[src/rtl/vfpu_pkg.sv]
// Shared definitions for the binary32 vector FPU lanes: field widths, exponent
// constants and the operand class encoding used by both the operand and result sides.
package vfpu_pkg;

  localparam int EXP_W  = 10;
  localparam int FRAC_W = 24;
  localparam int BIAS   = 127;
  localparam logic [EXP_W-1:0] EXP_SPECIAL = 10'h080;

  typedef enum logic [2:0] {
    CLS_NORMAL = 3'd0,
    CLS_DENORM = 3'd1,
    CLS_ZERO   = 3'd2,
    CLS_INF    = 3'd3,
    CLS_NAN    = 3'd4
  } fp_class_e;

  function automatic fp_class_e classify(input logic [7:0] e, input logic f_zero);
    fp_class_e c;
    if (e == 8'h00)      c = f_zero ? CLS_ZERO : CLS_DENORM;
    else if (e == 8'hFF) c = f_zero ? CLS_INF  : CLS_NAN;
    else                 c = CLS_NORMAL;
    return c;
  endfunction

endpackage

[src/rtl/lzc23.sv]
// Combinational leading-zero counter for a 23-bit fraction field.
module lzc23 (
  input  logic [22:0] din,
  output logic [4:0]  cnt,
  output logic        all_zero
);

  // Scan LSB to MSB so the highest set bit is the last (winning) assignment.
  always_comb begin
    cnt = 5'd0;
    for (int i = 0; i < 23; i++) begin
      if (din[i]) cnt = 5'(22 - i);
    end
  end

  assign all_zero = ~|din;

endmodule

[src/rtl/denorm_prenorm.sv]
// Operand pre-normalizer: unpacks binary32 into sign / unbiased exponent / 24-bit
// mantissa with explicit leading one, shifting denormals back into normal form.
module denorm_prenorm
  import vfpu_pkg::*;
(
  input  logic              clk,
  input  logic              rst,
  input  logic              in_valid,
  output logic              in_ready,
  input  logic [31:0]       in_data,
  output logic              out_valid,
  input  logic              out_ready,
  output logic              out_sign,
  output logic [EXP_W-1:0]  out_exp,
  output logic [FRAC_W-1:0] out_frac,
  output logic              out_denorm,
  output logic              out_zero,
  output logic              out_inf,
  output logic              out_nan
);

  logic s1_en, s2_en;

  logic        s1_valid_q, s1_valid_d;
  logic        s1_sign_q,  s1_sign_d;
  logic [7:0]  s1_e_q,     s1_e_d;
  logic [22:0] s1_f_q,     s1_f_d;
  logic [4:0]  s1_lzc_q,   s1_lzc_d;
  fp_class_e   s1_cls_q,   s1_cls_d;

  logic              out_valid_q, out_valid_d;
  logic              out_sign_q,  out_sign_d;
  logic [EXP_W-1:0]  out_exp_q,   out_exp_d;
  logic [FRAC_W-1:0] out_frac_q,  out_frac_d;
  logic [3:0]        out_flags_q, out_flags_d;  // {denorm, zero, inf, nan}

  logic [4:0]        lzc_cnt;
  logic              f_all_zero;
  logic [4:0]        shamt;
  logic [EXP_W-1:0]  exp_calc;
  logic [FRAC_W-1:0] frac_calc;
  logic [3:0]        flags_calc;

  assign s2_en    = ~out_valid_q | out_ready;
  assign s1_en    = ~s1_valid_q | s2_en;
  assign in_ready = s1_en;

  lzc23 u_lzc (
    .din      (in_data[22:0]),
    .cnt      (lzc_cnt),
    .all_zero (f_all_zero)
  );

  always_comb begin
    s1_valid_d = s1_valid_q;
    s1_sign_d  = s1_sign_q;
    s1_e_d     = s1_e_q;
    s1_f_d     = s1_f_q;
    s1_lzc_d   = s1_lzc_q;
    s1_cls_d   = s1_cls_q;
    if (s1_en) begin
      s1_valid_d = in_valid;
      s1_sign_d  = in_data[31];
      s1_e_d     = in_data[30:23];
      s1_f_d     = in_data[22:0];
      s1_lzc_d   = lzc_cnt;
      s1_cls_d   = classify(in_data[30:23], f_all_zero);
    end
  end

  // Denormal mantissa needs lzc+1 places to bring the top set bit up to bit 23.
  assign shamt = s1_lzc_q + 5'd1;

  always_comb begin
    exp_calc   = '0;
    frac_calc  = '0;
    flags_calc = 4'b0000;
    case (s1_cls_q)
      CLS_NORMAL: begin
        exp_calc  = EXP_W'(int'(s1_e_q) - BIAS);
        frac_calc = {1'b1, s1_f_q};
      end
      CLS_DENORM: begin
        exp_calc   = EXP_W'(-BIAS - int'(s1_lzc_q));
        frac_calc  = {1'b0, s1_f_q} << shamt;
        flags_calc = 4'b1000;
      end
      CLS_ZERO: begin
        flags_calc = 4'b0100;
      end
      CLS_INF: begin
        exp_calc   = EXP_SPECIAL;
        frac_calc  = 24'h800000;
        flags_calc = 4'b0010;
      end
      CLS_NAN: begin
        exp_calc   = EXP_SPECIAL;
        frac_calc  = {1'b1, s1_f_q};
        flags_calc = 4'b0001;
      end
      default: ;
    endcase
  end

  always_comb begin
    out_valid_d = out_valid_q;
    out_sign_d  = out_sign_q;
    out_exp_d   = out_exp_q;
    out_frac_d  = out_frac_q;
    out_flags_d = out_flags_q;
    if (s2_en) begin
      out_valid_d = s1_valid_q;
      out_sign_d  = s1_sign_q;
      out_exp_d   = exp_calc;
      out_frac_d  = frac_calc;
      out_flags_d = flags_calc;
    end
  end

  always_ff @(posedge clk or posedge rst) begin
    if (rst) begin
      s1_valid_q  <= 1'b0;
      s1_sign_q   <= 1'b0;
      s1_e_q      <= '0;
      s1_f_q      <= '0;
      s1_lzc_q    <= '0;
      s1_cls_q    <= CLS_ZERO;
      out_valid_q <= 1'b0;
      out_sign_q  <= 1'b0;
      out_exp_q   <= '0;
      out_frac_q  <= '0;
      out_flags_q <= '0;
    end else begin
      s1_valid_q  <= s1_valid_d;
      s1_sign_q   <= s1_sign_d;
      s1_e_q      <= s1_e_d;
      s1_f_q      <= s1_f_d;
      s1_lzc_q    <= s1_lzc_d;
      s1_cls_q    <= s1_cls_d;
      out_valid_q <= out_valid_d;
      out_sign_q  <= out_sign_d;
      out_exp_q   <= out_exp_d;
      out_frac_q  <= out_frac_d;
      out_flags_q <= out_flags_d;
    end
  end

  assign out_valid  = out_valid_q;
  assign out_sign   = out_sign_q;
  assign out_exp    = out_exp_q;
  assign out_frac   = out_frac_q;
  assign out_denorm = out_flags_q[3];
  assign out_zero   = out_flags_q[2];
  assign out_inf    = out_flags_q[1];
  assign out_nan    = out_flags_q[0];

endmodule

[config.mk]
export PLATFORM = sky130hd
export DESIGN_NAME = denorm_prenorm
export DESIGN_NICKNAME = d
export VERILOG_FILES = /design/src/rtl/vfpu_pkg.sv /design/src/rtl/lzc23.sv /design/src/rtl/denorm_prenorm.sv
export SDC_FILE = /design/constraint.sdc
export NUM_CORES = 1
export LEC_CHECK = 0
export ABC_CLOCK_PERIOD_IN_PS = 4450
export BUFFER_PORTS_ARGS = -buffer_cell sky130_fd_sc_hd__buf_4
export CORE_ASPECT_RATIO = 0.75
export CORE_MARGIN = 10
export CORE_UTILIZATION = 62
export DETAILED_ROUTE_END_ITERATION = 10
export PLACE_DENSITY_LB_ADDON = 0.1
export SLEW_MARGIN = 20
export SYNTH_ARGS = -nofsm -noshare
export SYNTH_HDL_FRONTEND = slang
export SYNTH_SLANG_ARGS = --single-unit
[constraint.sdc]
create_clock -name clk -period 4.45 [get_ports clk]
set_input_delay 0.6675 -clock clk [delete_from_list [all_inputs] [get_ports clk]]
set_output_delay 0.6675 -clock clk [all_outputs]
set_load 0.05 [all_outputs]
## Word level (Yosys, flattened, before mapping)

Index checks and enable logic that the tools add are counted.

| word-level totals | value |
|---|---|
| register bits | 81 |
| input bits | 36 |
| output and inout bits | 41 |
| word-level logic and storage cells | 59 |

| cells by class | value |
|---|---|
| add/sub/neg operators | 3 |
| equality and inequality tests | 5 |
| shifts and indexed selects | 1 |
| multiplexer cells | 30 |
| bitwise gates (word level) | 4 |
| reduce and logical (&&, ||, !) cells | 5 |

Operators by type and width:

| kind | count |
|---|---|
| $mux 5 | 23 |
| $pmux 24 s3 | 1 |
| $pmux 10 s3 | 1 |
| $shl 23x5->24 | 1 |
| $reduce_or 23->1 | 1 |
| $pmux 4 s4 | 1 |
| $mux 3 | 3 |
| $sub 8x6->9 const A | 1 |
| $sub 8x7->9 const B | 1 |
| $eq 8x8->1 const B | 1 |
| $logic_not 8->1 | 1 |
| $eq 3x2->1 const B | 2 |
| $add 5x1->5 const B | 1 |
| $reduce_or 2->1 | 2 |
| $eq 3x1->1 const B | 1 |
| $eq 3x3->1 const B | 1 |
| $logic_not 3->1 | 1 |
| $mux 2 | 1 |
| $not 1->1 | 2 |
| $or 1x1->1 | 2 |

## Logic depth before layout (Yosys ltp)

| logic depth | value |
|---|---|
| word-level depth | 23 |
| gate-level depth with buffers | 9 |
| depth with buffers taken out | 7 |

## Modules after synthesis

A second synthesis with hierarchy kept.

| second synthesis, totals | value |
|---|---|
| cells, all modules | 481 |
| area total of the unflattened synthesis | 5043.6 um^2 |

Modules (own cells, without submodules):

| module | instances | cells each | area each (um^2) |
|---|---|---|---|
| denorm_prenorm | 1 | 433 | 4757.1 |
| lzc23 | 1 | 48 | 286.5 |

## Worst setup path after synthesis

OpenSTA, ideal clock, no wires.

| timing | value |
|---|---|
| path kind | flip-flop to output port |
| from | register out_valid_q, in the netlist out_valid |
| to | output in_ready |
| data arrival time | 1753 ps |
| slack | 2029 ps |
| cell stages (with the launch flop) | 8 |
| cell sequence | dfrtp_1 nor2b_1 buf_2 and2_1 buf_2 inv_1 buf_2 buf_2 |

| on the way | value |
|---|---|
| word-level cells in the longest chain between the ends | 3 |

Ends and longest elaborated chain:

| element | line | RTL |
|---|---|---|
| start, declared | denorm_prenorm.sv:31 | `logic out_valid_q, out_valid_d;` |
| start signal, assigned | denorm_prenorm.sv:140 | `out_valid_q <= out_valid_d;` |
| $not 1->1 | denorm_prenorm.sv:44 | `assign s2_en = ~out_valid_q \| out_ready;` |
| $or 1x1->1 | denorm_prenorm.sv:44 |  |
| $or 1x1->1 | denorm_prenorm.sv:45 | `assign s1_en = ~s1_valid_q \| s2_en;` |
| end, declared | denorm_prenorm.sv:9 | `output logic in_ready,` |

No other way between the ends.

## Final worst setup path

| timing | value |
|---|---|
| from | input out_ready |
| to | output in_ready |

| on the way | value |
|---|---|
| word-level cells in the longest chain between the ends | 2 |

Ends and longest elaborated chain:

| element | line | RTL |
|---|---|---|
| start, declared | denorm_prenorm.sv:12 | `input logic out_ready,` |
| $or 1x1->1 | denorm_prenorm.sv:44 |  |
| $or 1x1->1 | denorm_prenorm.sv:45 |  |

No other way between the ends.

==> impl_metrics.json <==
{
  "drc": 0,
  "antenna_found_initial": 0,
  "r2r_start": "s1_lzc_q[1]",
  "post-cts-setup-buffer-count": 0,
  "period_share": 0.702,
  "final_antenna_net_count": 0,
  "htreeDepth": 3,
  "maxSlewViolCount": 0,
  "final.fill_count": 557,
  "ys_ff_latch": 80,
  "clockPowerShare": 0.251,
  "ys_types": 55,
  "dieWidth_um": 122,
  "synth_seq_area_share": 0.413,
  "cp_top_family": "buffers and inverters",
  "end_kind": "output pin",
  "worstPathMaxFanout": 38,
  "cts_made_buffers": 9,
  "placed_cell_area_sq_um": 5440,
  "ys.warnings.count": 0,
  "fin_area_sq_um": 5660,
  "holdBufCountCts": 0,
  "finalSetupViolCount": 0,
  "internal-power_w": 0.00140,
  "final_nets": 642,
  "avgSynthCellArea_sq_um": 8.91,
  "place.gp.congestion": 0.942,
  "cts_sinks": 80,
  "slew_headroom": 0.284,
  "postRouteWirelength_um": 13800,
  "r2r_cells": 5,
  "max_clock_freq_mhz": 320,
  "design.core.area_sq_um": 7470,
  "switching_power_w": 0.000879,
  "clock_latency_ns": 0.36,
  "p_sw_frac": 0.386,
  "grt.overflow.total": 0,
  "grt_max_degree": 53,
  "initial_core_util": 0.650,
  "slowest_stage": "clkinv_1",
  "dr_total_vias": 4470,
  "rsz0062_at_grt": "false",
  "grt_pass1_vias": 4335,
  "path_cells": "buf_4 > nor2b_4 > and2_1 > clkinv_1 > buf_4",
  "grtUsageTotal": 0.232,
  "drtIter0Drc": 353,
  "holdWs_ns": 0.474,
  "power.leakage_nw": 2.63,
  "syn_inst": 545,
  "area_growth_pct": 16.6,
  "combPwrFrac": 0.351,
  "hpwlAfterDp_um": 10200,
  "vias_per_cell": 6.31,
  "chipHeight_um": 96.6,
  "drive_gt1_frac": 0.204,
  "worstSetupPathType": "in2out",
  "synth_ff_type": "dfrtp_1",
  "rows": 27,
  "status": "completed",
  "die-area_sq_um": 11800,
  "synth_top_area_cell": "dfrtp_1",
  "p_seq_frac": 0.399,
  "ios": 77,
  "power_density_nw_per_um2": 403,
  "start_kind": "primary input",
  "cts_tree": "built",
  "cp.required_ns": 3.78,
  "tightest_slew_ns": 1.07,
  "max_stage_delay_ns": 0.83,
  "setup-tns-final_ns": 0,
  "synth_edf_count": 0,
  "ys_async_sr_fraction": 1.00,
  "drt-pass1-iter-count": 6,
  "dp_slack_ns": 1.64,
  "root_buffer": "clkbuf_8",
  "min_period_ns": 3.12,
  "utilization": 0.758,
  "syn_area_sq_um": 4850,
  "clk_pin_slew_ns": 0.08,
  "grt_pass1_wl_um": 22300,
  "antenna_cells": 0,
  "syn_nets": 585,
  "cap_violations": 0,
  "wire_per_inst_um": 19.5,
  "rr_endpoint": "out_frac[21]",
  "finalHoldViolCount": 0,
  "hp-class": "in2async",
  "cp_num_buf_inv": 3,
  "netlist_top_cells_area": "dfrtp_1, nand2_1, mux4_2",
  "synthDominantCellAreaShare": 0.407,
  "rrSetupSlack_ns": 1.80,
  "cp.arrival_ns": 2.46,
  "crit_path_frequent_cell": "buf_4",
  "clock_skew_ns": 0.0117,
  "post_cts_resized": 0,
  "clockBufferDepth": 2,
  "port-buffer-count": 76,
  "setup_ws_ns": 1.33,
  "ir_drop_uv": 225
}
sequential cells by signal (all words and copies together) (netlist names):
signal	cells
s1_f_q	23
s1_lzc_q	5
s1_cls_q	3
s1_e_q	8
out_flags_q	4
out_valid	1
s1_valid_q	1
s1_sign_q	1
out_exp	9
out_sign	1
out_frac	24
layout by cell type (no fill, tap or decap), drive strengths merged, types with 4 or more instances in the layout:
cell    instances
a211oi          7
a21oi          24
a222oi          5
a22oi          18
buf            82
clkbuf         11
dfrtp          79
ha              4
inv            11
mux2            5
mux2i          14
mux4           18
nand2         151
nand2b         14
nand3          17
nand4           5
nor2           21
nor3           10
nor4            8
o21ai          44
xnor2           6
xor2            7
metal layers:
metal | routed length, um | share of wire | up-vias | global-route usage
li1 | - | - | 2063 | -
met1 | 6120 | 0.44 | 2136 | 0.334
met2 | 6020 | 0.44 | 243 | 0.330
met3 | 1370 | 0.099 | 28 | 0.0643
met4 | 287 | 0.021 | 0 | 0.0673
met5 | 0 | 0 | - | 0
final cells by class:
cell class              count  area (sq um)  share of cell area
well taps                 101           126              0.0223
multi-input cells         418          2660               0.470
repair buffers             82           616               0.109
clock inverters             5          62.6              0.0111
inverters                  11          41.3             0.00730
flip-flops and latches     80          2000               0.354
clock buffers              11           151              0.0268
Yosys cell counts (all sizes together), types with 2 or more instances:
cell type and count:
o221ai 3, nor2b 3, nor4 8, o211ai 3
dfrtp 79, xnor2 6, and2 2, clkbuf 19
nand4 5, inv 11, nor3 10, ha 4
a222oi 5, xor2 7, a211oi 7, o21ai 44
o31ai 3, o22ai 2, nor2 21, or3 2
mux2i 14, mux2 5, and3 2, or4 2
mux4 18, buf 17, nand2 151, nand3 17
a22oi 18, a21oi 24, nand2b 14, nand3b 3
how the worst max path moves through the flow:
stage	start	endpoint	slack [ns]	cells past startpoint
finish	out_ready	in_ready	1.33	5
floorplan	rst	out_exp[0]	1.73	1
global route	out_valid	in_ready	1.18	4
global placement	out_ready	in_ready	1.65	5
CTS	out_valid	in_ready	1.52	4
detailed placement	out_ready	in_ready	1.64	5
power groups by stage:
stage               clock network, W  registers [W]  logic, W
finish                      0.000571       0.000909  0.000799
global route                0.000609       0.000916  0.000862
CTS                         0.000579       0.000903  0.000795
detailed placement                 0       0.000918  0.000792
global placement                   0       0.000911  0.000781
floorplan                          0        0.00106  0.000399
kinds of logic (layout without fill, tap and decap cells):
kind of cell,after synthesis,in the layout,synth area share
AOI/OAI and AO/OA,120,120,0.156
adders and majority gates,4,4,0.0103
and+or+nand+nor,244,244,0.221
xor gates and xnor gates,13,13,0.0265
muxes,37,37,0.129
buffers and inverters,47,109,0.0443
DFF,80,80,0.413
through the flow:
stage,instances,power (W)
2_1_floorplan,545,0.00146
3_3_place_gp,692,0.00169
3_5_place_dp,692,0.00171
4_1_cts,708,0.00228
5_1_grt,708,0.00239
6_report,708,0.00228
(Power assumes the default switching activity.)
